File: src/rtl/seven_segment_scanner_if.sv
`default_nettype none
// +----------------------------------------------------------------------+
// | seven_segment_scanner_if                                             |
// | Display-side bundle: packed nibbles and load in, digit/anodes out.   |
// | Rev 1.0 - initial release                                            |
// +----------------------------------------------------------------------+
interface seven_segment_scanner_if #(
   parameter int NUM_DIGITS = 4
);
   logic [4*NUM_DIGITS-1:0] value;
   logic                    load;
   logic [3:0]              digit;
   logic [NUM_DIGITS-1:0]   anode;
   logic                    frame_start;

   modport master (
      output value,
      output load,
      input  digit,
      input  anode,
      input  frame_start
   );

   modport slave (
      input  value,
      input  load,
      output digit,
      output anode,
      output frame_start
   );
endinterface
`default_nettype wire

File: src/rtl/seven_segment_scanner.sv
`default_nettype none
// +----------------------------------------------------------------------+
// | seven_segment_scanner                                                |
// | Multiplexed seven-segment scan with dead time and frame pulse.       |
// | Optional leading-zero blanking: SEVSEG_LEADING_ZERO_BLANK_EN.        |
// | Rev 1.0 - initial release                                            |
// +----------------------------------------------------------------------+
module seven_segment_scanner #(
   parameter int NUM_DIGITS  = 4,
   parameter int REFRESH_DIV = 100000,
   parameter int DEAD_CYCLES = 1000
) (
   input  wire logic               clk,
   input  wire logic               rst_n,
   seven_segment_scanner_if.slave  bus
);
   localparam int DIV_W  = $clog2(REFRESH_DIV);
   localparam int SLOT_W = $clog2(NUM_DIGITS);

   localparam logic [DIV_W-1:0]      c_div_last  = DIV_W'(REFRESH_DIV - 1);
   localparam logic [DIV_W-1:0]      c_dead      = DIV_W'(DEAD_CYCLES);
   localparam logic [SLOT_W-1:0]     c_slot_last = SLOT_W'(NUM_DIGITS - 1);
   localparam logic [NUM_DIGITS-1:0] c_one       = NUM_DIGITS'(1);

   logic                    r_run;
   logic [DIV_W-1:0]        r_div_cnt;
   logic [SLOT_W-1:0]       r_slot;
   logic [4*NUM_DIGITS-1:0] r_shadow;
   logic [3:0]              r_digit;
   logic [NUM_DIGITS-1:0]   r_anode;
   logic                    r_frame_start;

   logic                    w_boundary;
   logic [DIV_W-1:0]        w_next_div;
   logic [SLOT_W-1:0]       w_next_slot;
   logic                    w_next_blank;

   // r_run is low for the cycle after reset so the release edge itself
   // becomes the boundary into cycle 0 of slot 0.
   always_comb begin
      w_boundary  = 1'b0;
      w_next_div  = '0;
      w_next_slot = '0;
      if (!r_run) begin
         w_boundary = 1'b1;
      end else if (r_div_cnt == c_div_last) begin
         w_boundary  = 1'b1;
         w_next_slot = (r_slot == c_slot_last) ? '0 : r_slot + 1'b1;
      end else begin
         w_next_div  = r_div_cnt + 1'b1;
         w_next_slot = r_slot;
      end
   end

`ifdef SEVSEG_LEADING_ZERO_BLANK_EN
   logic [NUM_DIGITS-1:1] w_lz;
   logic [NUM_DIGITS-1:0] w_blank_cand;
   logic [NUM_DIGITS-1:0] r_blank_vec;

   // w_lz[i]: nibbles i..top of the shadow are all zero
   for (genvar gi = 1; gi < NUM_DIGITS; gi++) begin : g_lz
      assign w_lz[gi] = (r_shadow[4*NUM_DIGITS-1:4*gi] == '0);
   end

   assign w_blank_cand = {w_lz, 1'b0};
   assign w_next_blank = w_boundary ? w_blank_cand[w_next_slot]
                                    : r_blank_vec[r_slot];

   always_ff @(posedge clk) begin
      if (!rst_n) begin
         r_blank_vec <= '0;
      end else if (w_boundary) begin
         r_blank_vec <= w_blank_cand;
      end
   end
`else
   assign w_next_blank = 1'b0;
`endif

   always_ff @(posedge clk) begin
      if (!rst_n) begin
         r_run         <= 1'b0;
         r_div_cnt     <= '0;
         r_slot        <= '0;
         r_shadow      <= '0;
         r_digit       <= 4'h0;
         r_anode       <= '1;
         r_frame_start <= 1'b0;
      end else begin
         r_run     <= 1'b1;
         r_div_cnt <= w_next_div;
         r_slot    <= w_next_slot;
         if (bus.load) begin
            r_shadow <= bus.value;
         end
         // Reads the pre-edge shadow, so a load on this edge shows next slot
         if (w_boundary) begin
            r_digit <= r_shadow[{w_next_slot, 2'b00} +: 4];
         end
         if ((w_next_div < c_dead) || w_next_blank) begin
            r_anode <= '1;
         end else begin
            r_anode <= ~(c_one << w_next_slot);
         end
         r_frame_start <= w_boundary && (w_next_slot == '0);
      end
   end

   assign bus.digit       = r_digit;
   assign bus.anode       = r_anode;
   assign bus.frame_start = r_frame_start;
endmodule
`default_nettype wire

File: src/flat_wrapper.sv
// flat-port wrapper written by rule: the top's interface ports become plain ports
module seven_segment_scanner_flat 
#(
   parameter int NUM_DIGITS  = 4,
   parameter int REFRESH_DIV = 100000,
   parameter int DEAD_CYCLES = 1000
)
  (clk, rst_n, bus_value, bus_load, bus_digit, bus_anode, bus_frame_start);
  seven_segment_scanner_if #(.NUM_DIGITS(NUM_DIGITS)) bus_i ();
  input  wire logic clk;
  input  wire logic rst_n;
  input wire logic [$bits(bus_i.value)-1:0] bus_value;
  input wire logic [$bits(bus_i.load)-1:0] bus_load;
  output wire logic [$bits(bus_i.digit)-1:0] bus_digit;
  output wire logic [$bits(bus_i.anode)-1:0] bus_anode;
  output wire logic [$bits(bus_i.frame_start)-1:0] bus_frame_start;
  assign bus_i.value = bus_value;
  assign bus_i.load = bus_load;
  assign bus_digit = bus_i.digit;
  assign bus_anode = bus_i.anode;
  assign bus_frame_start = bus_i.frame_start;
  seven_segment_scanner #(.NUM_DIGITS(NUM_DIGITS), .REFRESH_DIV(REFRESH_DIV), .DEAD_CYCLES(DEAD_CYCLES)) u_core (.clk(clk), .rst_n(rst_n), .bus(bus_i));
endmodule
File: config.mk
export PLATFORM = sky130hd
export DESIGN_NAME = seven_segment_scanner_flat
export DESIGN_NICKNAME = d
export VERILOG_FILES = /design/src/rtl/seven_segment_scanner_if.sv /design/src/rtl/seven_segment_scanner.sv /design/src/flat_wrapper.sv
export SDC_FILE = /design/constraint.sdc
export NUM_CORES = 1
export LEC_CHECK = 0
export ABC_AREA = 1
export BUFFER_PORTS_ARGS = -buffer_cell sky130_fd_sc_hd__buf_2
export CAP_MARGIN = 20
export CORE_MARGIN = 2
export CORE_UTILIZATION = 60
export CTS_CLUSTER_SIZE = 14
export DETAILED_ROUTE_END_ITERATION = 16
export GPL_TIMING_DRIVEN = 1
export PLACE_DENSITY_LB_ADDON = 0.1
export SYNTH_ARGS = -nofsm -noshare
export SYNTH_HDL_FRONTEND = slang
export SYNTH_SLANG_ARGS = --single-unit
File: constraint.sdc
create_clock -name clk -period 3.5 [get_ports clk]
set_clock_uncertainty 0.1 [all_clocks]
set_input_delay 0 -clock clk [delete_from_list [all_inputs] [get_ports clk]]
set_output_delay 0 -clock clk [all_outputs]
set_load 0.01 [all_outputs]
==> results.sh <==
export IMPL_status="finished, final reports clean"
export IMPL_slew_headroom_pct=46.4
export IMPL_drive_above_1_share_pct=15.9
export IMPL_fp_dieW_um=63.2
export IMPL_synth_cell_types=26
export IMPL_cts_root_buf="clkbuf_4"
export IMPL_setup_viol=0
export IMPL_overflow=0
export IMPL_crit_slowest_cell="a21oi_2"
export IMPL_drt_initial_drc_count=174
export IMPL_post_dp_hpwl_um=3030
export IMPL_syn_nets=317
export IMPL_ctsLongestPathBuffers=2
export IMPL_ys_seq_elements=45
export IMPL_fmax_ghz=0.485
export IMPL_ioPinCount=28
export IMPL_swShare_pct=25.2
export IMPL_antenna_left=0
export IMPL_avgSynthCellArea_um2=7.11
export IMPL_vias=2105
export IMPL_start_util_pct=62.6
export IMPL_pwr_share_seq_pct=61.6
export IMPL_syn_inst=296
export IMPL_tightest_slew_ns=0.804
export IMPL_port_buffers=27
export IMPL_core_region_area_mm2=0.00336
export IMPL_startpoint_type="register"
export IMPL_grt_pass1_vias=2025
export IMPL_antenna_found_initial=0
export IMPL_cts_max_level=2
export IMPL_cts_setup_buffers=0
export IMPL_antenna_diode_count=0
export IMPL_ys_warn_count=0
export IMPL_grt_max_degree=33
export IMPL_synth_seq_area_share_pct=42.8
export IMPL_rsz0062_at_grt="false"
export IMPL_hold_class="in -> reg"
export IMPL_nNetsFinal=372
export IMPL_cp_arrival_ns=2.24
export IMPL_post_cts_resized=0
export IMPL_max_stage_delay_ns=0.38
export IMPL_path_common_cell="inv_1"
export IMPL_clk_latency_ns=0.36
export IMPL_clkTransAtPathRegs_ns=0.13
export IMPL_layout_commonest_cell="nand2_1"
export IMPL_rows=21
export IMPL_holdWs_ns=0.212
export IMPL_path_buf_inv=4
export IMPL_cts_buffers=5
export IMPL_viasPerCell=5.29
export IMPL_drc=0
export IMPL_ir_drop_v=0.000314
export IMPL_worstSetupPathType="reg -> reg"
export IMPL_drv_cap=0
export IMPL_area_growth_pct=23.6
export IMPL_grt_usage_pct=27.3
export IMPL_power_frac_clock_pct=27.3
export IMPL_power_leakage_nw=1.16
export IMPL_min_period_ns=2.06
export IMPL_power_switching_w=0.000221
export IMPL_path_cells="ha_1 > nand2_1 > inv_2 > nand2_2 > nor2_4 > a21oi_2 > inv_1 > o21ai_0 > inv_1 > nand2_1 > inv_1"
export IMPL_syn_area_mm2=0.00210
export IMPL_critical_path_top_delay_family="compound AO/OA/AOI/OAI gates"
export IMPL_wirelength_um=4940
export IMPL_clock_sinks=45
export IMPL_post_route_period_util_pct=58.9
export IMPL_drt_first_pass_iters=4
export IMPL_end_kind="register"
export IMPL_die_h_um=63.2
export IMPL_slew_viol_final=0
export IMPL_power_density_mw_per_mm2=337
export IMPL_grt_pass1_wl_um=8630
export IMPL_power_frac_comb_pct=11.1
export IMPL_internal_power_w=0.000655
export IMPL_wl_per_cell_um=12.4
export IMPL_r2r_slack_ns=1.44
export IMPL_gp_congestion=0.844
export IMPL_cts_hold_buf=29
export IMPL_hold_viol_final=0
export IMPL_critPathMaxFanout=10
export IMPL_final_cell_mix="nand2_1, dfxtp_1, inv_1"
export IMPL_tritoncts="built"
export IMPL_dieArea_mm2=0.00400
export IMPL_fin_tns_setup_ns=0
export IMPL_cp_required_ns=3.68
[worst paths after layout]
check,startpoint,end,cells after the start
worst max-delay path,u_core.r_div_cnt[0]$_SDFF_PP0_,u_core.bus.digit[2]$_SDFFE_PN0N_,11
worst max register to register,u_core.r_div_cnt[0]$_SDFF_PP0_,u_core.bus.digit[2]$_SDFFE_PN0N_,11
worst min register to register,u_core.r_div_cnt[0]$_SDFF_PP0_,u_core.r_div_cnt[0]$_SDFF_PP0_,1
worst min-delay path,bus_load,u_core.r_shadow[5]$_SDFFE_PN0P_,3
[per-layer routing]
metal  global-route usage, %  wire (µm)  vias up
met4                    10.1         62        0
met1                    32.3       2110      959
met2                    47.9       2520       73
met3                    6.79        254        7
li1                        -          -     1066
met5                       0          0        -
[final cells by class]
class	instances	area, µm²
fillers	250	762
flip-flops and latches	45	901
well taps	46	57.6
multi-input cells	195	986
inverters	48	180
clock buffers	6	41.3
repair buffers	56	425
clock inverters	2	10.0
[flip-flops by register name, summed over array words and instances (netlist names)]
| signal | count |
|---|---|
| u_core.bus.frame_start | 1 |
| u_core.r_slot | 2 |
| u_core.r_run | 1 |
| u_core.r_div_cnt | 17 |
| u_core.r_shadow | 16 |
| u_core.bus.digit | 4 |
| u_core.bus.anode | 4 |
[power groups by stage]
stage	registers (W)	logic (W)	clock network, W
2_1_floorplan	0.000549	0.0000422	0
3_3_place_gp	0.000549	0.0000623	0
3_5_place_dp	0.000549	0.0000640	0
4_1_cts	0.000538	0.0000909	0.000246
5_1_grt	0.000541	0.000108	0.000269
6_report	0.000539	0.0000969	0.000239
[stage by stage]
step           worst slack (ns)  cells  utilization, %  power [W]  area [µm²]
2_1_floorplan              1.77    296               -   0.000591        2100
3_5_place_dp               1.50    361            67.2   0.000613        2260
4_1_cts                    1.48    398            77.3   0.000874        2600
3_3_place_gp               1.56    361            67.2   0.000611        2260
6_report                   1.44    398            77.3   0.000876        2600
5_1_grt                    1.21    398            77.3   0.000918        2600
[cell usage after synthesis]
cell / n / share of area [%]
dfxtp_1: 45 / 43
nand2_1: 49 / 8.7
nand4_1: 10 / 3.0
nor2_4: 4 / 2.1
a21oi_2: 1 / 0.42
o211ai_1: 1 / 0.36
or2_2: 1 / 0.30
nand3_1: 26 / 6.2
xor2_1: 2 / 0.83
o21ai_0: 22 / 5.2
nor4_1: 1 / 0.30
inv_2: 5 / 0.89
a21oi_1: 17 / 4.0
nor3_1: 11 / 2.6
nor2_1: 32 / 5.7
ha_1: 2 / 1.2
nand2_4: 1 / 0.54
buf_6: 1 / 0.54
nand3b_1: 1 / 0.36
nand2_2: 5 / 1.5
nor2_2: 2 / 0.59
inv_1: 42 / 7.5
nand3_2: 3 / 1.4
o21bai_1: 4 / 1.4
clkbuf_1: 7 / 1.2
clkinv_1: 1 / 0.18
[tightest hold or removal path, delay by kind of cell]
family | cells | cell delay (ns)
buffers and inverters | 2 | 0.41
AOI/OAI and AO/OA | 1 | 0.23
[cell families (layout without fill, tap and decap cells)]
family | count (synthesis) | in the layout | synth area share (%)
compound gates | 45 | 45 | 11.5
xor+xnor | 2 | 2 | 0.832
fa+ha+maj | 2 | 2 | 1.19
buf+inv | 56 | 112 | 10.3
flops | 45 | 45 | 42.8
simple gates | 146 | 146 | 33.4
(Power assumes the default switching activity.)
